==> src/rtl/uart_defs.sv <==
// Shared UART definitions: state encodings and default bit timing.
// Also the intended header for the future uart_tx.
package uart_defs;

    localparam int DEFAULT_CLKS_PER_BIT = 434;

    typedef enum logic [2:0] {
        ST_IDLE      = 3'd0,
        ST_START     = 3'd1,
        ST_DATA      = 3'd2,
        ST_STOP      = 3'd3,
        ST_WAIT_IDLE = 3'd4
    } uart_state_e;

endpackage

==> src/rtl/sync_2ff.sv <==
// Generic two-flop synchroniser for a single asynchronous input.
// RESET_VAL selects the value both flops take during reset.
module sync_2ff #(
    parameter logic RESET_VAL = 1'b1
) (
    input  logic clk,
    input  logic rst_n,
    input  logic d,
    output logic q
);

    logic meta_r;
    logic sync_r;

    // Two-stage capture of the asynchronous input.
    always_ff @(posedge clk or negedge rst_n) begin
        if (!rst_n) begin
            meta_r <= RESET_VAL;
            sync_r <= RESET_VAL;
        end else begin
            meta_r <= d;
            sync_r <= meta_r;
        end
    end

    assign q = sync_r;

endmodule

==> src/rtl/uart_rx.sv <==
// 8N1 UART receiver, LSB first, mid-bit sampling. Emits each good byte with a
// one-cycle rxfinish strobe; false starts are dropped and bad stop bits flagged.
module uart_rx
    import uart_defs::*;
#(
    parameter int CLKS_PER_BIT = DEFAULT_CLKS_PER_BIT
) (
    input  logic       clk,
    input  logic       rst_n,
    input  logic       rx,
    output logic [7:0] rxdata,
    output logic       rxfinish,
    output logic       rxerror
);

    localparam int CNT_W = $clog2(CLKS_PER_BIT);
    localparam logic [CNT_W-1:0] HALF_RELOAD = CNT_W'(CLKS_PER_BIT / 2 - 1);
    localparam logic [CNT_W-1:0] BIT_RELOAD  = CNT_W'(CLKS_PER_BIT - 1);

    uart_state_e      state_r, state_s;
    logic [CNT_W-1:0] cnt_r, cnt_s;
    logic [2:0]       idx_r, idx_s;
    logic [7:0]       shift_r, shift_s;
    logic [7:0]       data_r, data_s;
    logic             finish_r, finish_s;
    logic             error_r, error_s;
    logic             rx_s;
    logic             tick_s;

    sync_2ff #(.RESET_VAL(1'b1)) u_rx_sync (
        .clk   (clk),
        .rst_n (rst_n),
        .d     (rx),
        .q     (rx_s)
    );

    // Next-state and datapath decisions; the counter hits zero on each sample point.
    always_comb begin
        state_s  = state_r;
        cnt_s    = cnt_r;
        idx_s    = idx_r;
        shift_s  = shift_r;
        data_s   = data_r;
        finish_s = 1'b0;
        error_s  = 1'b0;
        tick_s   = (cnt_r == {CNT_W{1'b0}});

        case (state_r)
            ST_IDLE: begin
                if (!rx_s) begin
                    state_s = ST_START;
                    cnt_s   = HALF_RELOAD;
                end else begin
                    state_s = ST_IDLE;
                end
            end
            ST_START: begin
                if (tick_s) begin
                    if (rx_s) begin
                        state_s = ST_IDLE;
                    end else begin
                        state_s = ST_DATA;
                        idx_s   = 3'd0;
                        cnt_s   = BIT_RELOAD;
                    end
                end else begin
                    cnt_s = cnt_r - CNT_W'(1);
                end
            end
            ST_DATA: begin
                if (tick_s) begin
                    shift_s = {rx_s, shift_r[7:1]};
                    cnt_s   = BIT_RELOAD;
                    if (idx_r == 3'd7) begin
                        state_s = ST_STOP;
                    end else begin
                        idx_s = idx_r + 3'd1;
                    end
                end else begin
                    cnt_s = cnt_r - CNT_W'(1);
                end
            end
            ST_STOP: begin
                // Back to IDLE at mid-stop so a frame may follow with no gap.
                if (tick_s) begin
                    if (rx_s) begin
                        data_s   = shift_r;
                        finish_s = 1'b1;
                        state_s  = ST_IDLE;
                    end else begin
                        error_s = 1'b1;
                        state_s = ST_WAIT_IDLE;
                    end
                end else begin
                    cnt_s = cnt_r - CNT_W'(1);
                end
            end
            ST_WAIT_IDLE: begin
                if (rx_s) begin
                    state_s = ST_IDLE;
                end else begin
                    state_s = ST_WAIT_IDLE;
                end
            end
            default: begin
                state_s = ST_IDLE;
            end
        endcase
    end

    // State, counters and registered outputs.
    always_ff @(posedge clk or negedge rst_n) begin
        if (!rst_n) begin
            state_r  <= ST_IDLE;
            cnt_r    <= {CNT_W{1'b0}};
            idx_r    <= 3'd0;
            shift_r  <= 8'h00;
            data_r   <= 8'h00;
            finish_r <= 1'b0;
            error_r  <= 1'b0;
        end else begin
            state_r  <= state_s;
            cnt_r    <= cnt_s;
            idx_r    <= idx_s;
            shift_r  <= shift_s;
            data_r   <= data_s;
            finish_r <= finish_s;
            error_r  <= error_s;
        end
    end

    assign rxdata   = data_r;
    assign rxfinish = finish_r;
    assign rxerror  = error_r;

endmodule

==> config.mk <==
export PLATFORM = sky130hd
export DESIGN_NAME = uart_rx
export DESIGN_NICKNAME = d
export VERILOG_FILES = /design/src/rtl/uart_defs.sv /design/src/rtl/sync_2ff.sv /design/src/rtl/uart_rx.sv
export SDC_FILE = /design/constraint.sdc
export NUM_CORES = 1
export LEC_CHECK = 0
export ABC_AREA = 1
export CAP_MARGIN = 20
export CORE_MARGIN = 3
export CORE_UTILIZATION = 40
export DETAILED_ROUTE_END_ITERATION = 12
export DONT_BUFFER_PORTS = 1
export MAX_ROUTING_LAYER = met4
export SETUP_SLACK_MARGIN = 0.2
export SLEW_MARGIN = 0
export SYNTH_ARGS = -nofsm -noshare
export SYNTH_HDL_FRONTEND = slang
export SYNTH_SLANG_ARGS = --single-unit
export TNS_END_PERCENT = 100
==> constraint.sdc <==
create_clock -name clk -period 1.8 [get_ports clk]
set_input_delay 0.27 -clock clk [delete_from_list [all_inputs] [get_ports clk]]
set_output_delay 0.27 -clock clk [all_outputs]
set_load 0.01 [all_outputs]
==> impl_metrics.json <==
{
  "slew_headroom_pct": 72.1,
  "max_freq_mhz": 626,
  "initial_core_util_pct": 42.7,
  "drive_gt1_share_pct": 24.9,
  "critPathArrivalTime_ns": 1.77,
  "ys_ff_latch": 35,
  "crit_path_start_kind": "flop",
  "yosysTopAreaCell": "dfrtp_1",
  "diodes": 0,
  "grt_max_degree": 36,
  "p_sw_share_pct": 21.9,
  "ys_warn_count": 0,
  "clock_power_share_pct": 40.0,
  "cp-end-kind": "flop",
  "power_frac_comb_pct": 2.0,
  "cts_root_buf": "clkbuf_8",
  "place_ws_ns": 0.0886,
  "ioPinCount": 13,
  "fin_nets": 239,
  "critPathRequiredTime_ns": 1.97,
  "clk_latency_ns": 0.28,
  "track_usage_pct": 14.1,
  "synth_top_cell_area_share_pct": 46.7,
  "finalCriticalPeriod_ns": 1.60,
  "rsz0062_at_grt": "yes",
  "drtIter0Drc": 72,
  "finalWorstSetupSlack_ns": 0.202,
  "hold_violations": 0,
  "synth_area_leaders": "dfrtp_1 47%, nand2_1 13%, inv_1 4.7%",
  "final_cell_mix": "55 x nand2_1, 33 x dfrtp_1, 19 x nor2_1, 19 x inv_1, 13 x nand3_1",
  "dieArea_sq_um": 5250,
  "path_clk_slew_ns": 0.07,
  "drc": 0,
  "clock_skew_ns": 0.00195,
  "cts_max_level": 2,
  "seqPwrFrac_pct": 58.0,
  "antenna_found_initial": 0,
  "ant_nets": 0,
  "finalSetupViolations": 0,
  "syn_nets": 223,
  "place.gp.congestion": 0.875,
  "grt_pass1_wl_mm": 5.55,
  "status": "finished, final reports clean",
  "synth-seq-area-share_pct": 49.7,
  "coreArea_sq_um": 4140,
  "routedWlPerCell_um": 11.7,
  "row_count": 23,
  "leakage_nw": 1.05,
  "syn_area_sq_um": 1770,
  "p_per_area_nw_per_um2": 661,
  "synth.distinct_cells": 27,
  "total_power_mw": 1.37,
  "setup-tns-final_ns": 0,
  "grt_pass1_vias": 1277,
  "tightest_slew_ns": 0.417,
  "clk_path_buf_depth": 2,
  "period_share_pct": 88.8,
  "avgSynthCellArea_sq_um": 8.18,
  "netSwitchingPower_mw": 0.300,
  "area_delta_synth_final_pct": 17.2,
  "timing.hold.worst.class": "flop to flop",
  "vias": 1344,
  "internal-power_mw": 1.07,
  "final_util_pct": 50.0,
  "fp.dieW_um": 72.5,
  "timing.final.max_slew_violations": 0,
  "fp.dieH_um": 72.5,
  "netlist_instances": 216,
  "cts_num_sinks": 35,
  "cts_made_buffers": 5,
  "grt_overflow": 0,
  "path_class": "flop to flop",
  "peakVddDrop_v": 0.000576,
  "fillers": 417,
  "vias_per_cell": 4.75,
  "wl_mm": 3.30,
  "cts_tree": "done",
  "mostFrequentLayoutCell": "nand2_1",
  "cap_violations": 0,
  "hpwl_mm": 2.29,
  "drt-pass1-iter-count": 4,
  "crit_fanout": 5,
  "portBuffers": 0
}
[synthesized netlist by cell type]
cell / number
nor3_1: 2
inv_2: 5
o2bb2ai_1: 1
a21oi_2: 1
o21ai_2: 8
o21ai_1: 7
o22ai_1: 1
or2_1: 1
xnor2_1: 1
o21ai_0: 9
dfstp_2: 2
nor2_4: 1
nand2_2: 3
nand2_1: 62
a21oi_1: 4
dfrtp_1: 33
nor2_2: 4
xor2_1: 3
clkinv_2: 1
buf_6: 2
buf_2: 1
inv_1: 22
nand4_1: 2
nand2_4: 1
nand3_1: 14
nor2_1: 21
ha_1: 4
[metrics by stage]
stage | instance area, sq um | std cells | hold slack, ns
floorplan | 1770 | 216 | -0.0256
global placement | 1820 | 265 | -0.0247
detailed placement | 1820 | 265 | -0.0247
CTS | 1970 | 276 | 0.360
global route | 2070 | 283 | 0.366
finish | 2070 | 283 | 0.358
[power groups by stage]
stage | logic (mW) | registers, mW | clock network [mW]
4_1_cts | 0.0295 | 0.793 | 0.567
3_5_place_dp | 0.00449 | 0.808 | 0
3_3_place_gp | 0.00460 | 0.808 | 0
2_1_floorplan | 0.00361 | 0.808 | 0
6_report | 0.0279 | 0.794 | 0.548
5_1_grt | 0.0328 | 0.793 | 0.602
[metal layers]
metal	track usage [%]	vias to the layer above	routed length [um]
li1	-	716	-
met1	17.8	615	1690
met2	21.4	11	1490
met3	3.88	2	80
met4	5.53	0	38
met5	-	-	0
[sequential cells by signal, indices dropped and copies added, names as in the netlist]
register,cells
rxerror,1
cnt_r,9
u_rx_sync.q,1
rxfinish,1
shift_r,8
state_r,3
u_rx_sync.meta_r,1
rxdata,8
idx_r,3
[what timing repair did]
| item | in CTS | in global routing |
|---|---|---|
| gates resized for setup | 6 | 14 |
| endpoints found under the hold margin | 36 | 0 |
| buffers inserted | 0 | 7 |
| hold buffers | 3 | 0 |
| endpoints found under the setup margin | 25 | 28 |
| pin swaps | 0 | 8 |
[critical path, cell delays in order (launching register included)]
cell and delay (ns):
dfrtp_1 0.40, inv_2 0.09, ha_4 0.14, inv_2 0.03
nor2_2 0.10, nand2_2 0.07, nor2_4 0.19, nand2_4 0.10
nor2_4 0.16, nand2_2 0.09, nand2_1 0.07, nand2_1 0.05
[path summary, 6_finish.rpt]
check	cells after the start	to	slack, ns	startpoint
setup / recovery	11	idx_r[2]	0.20	cnt_r[1]
hold / removal	0	u_rx_sync.q	0.36	u_rx_sync.meta_r
setup reg to reg	11	idx_r[2]	0.20	cnt_r[1]
hold reg to reg	0	u_rx_sync.q	0.36	u_rx_sync.meta_r
max in group asynchronous	2	u_rx_sync.q	1.12	rst_n
min in group asynchronous	2	shift_r[1]	0.43	rst_n
[cells by family (layout without fill, tap and decap cells)]
kind of cell | count (synthesis) | in the layout | synth area share, %
AOI/OAI and AO/OA | 31 | 31 | 11.0
xor gates and xnor gates | 4 | 4 | 1.98
and+or+nand+nor | 111 | 111 | 27.0
buffers and inverters | 31 | 48 | 7.57
DFF | 35 | 35 | 49.7
adders and majority gates | 4 | 4 | 2.83
[layout make-up]
class                   count  area [sq um]  share of cell area, %
clock buffers               6          72.6                   3.50
clock inverters             2          12.5                  0.604
inverters                  28           106                   5.13
multi-input cells         150           825                   39.8
flip-flops and latches     35           878                   42.4
well taps                  50          62.6                   3.02
repair buffers             12           115                   5.56
No activity file was read; power rests on OpenSTA's default activity.
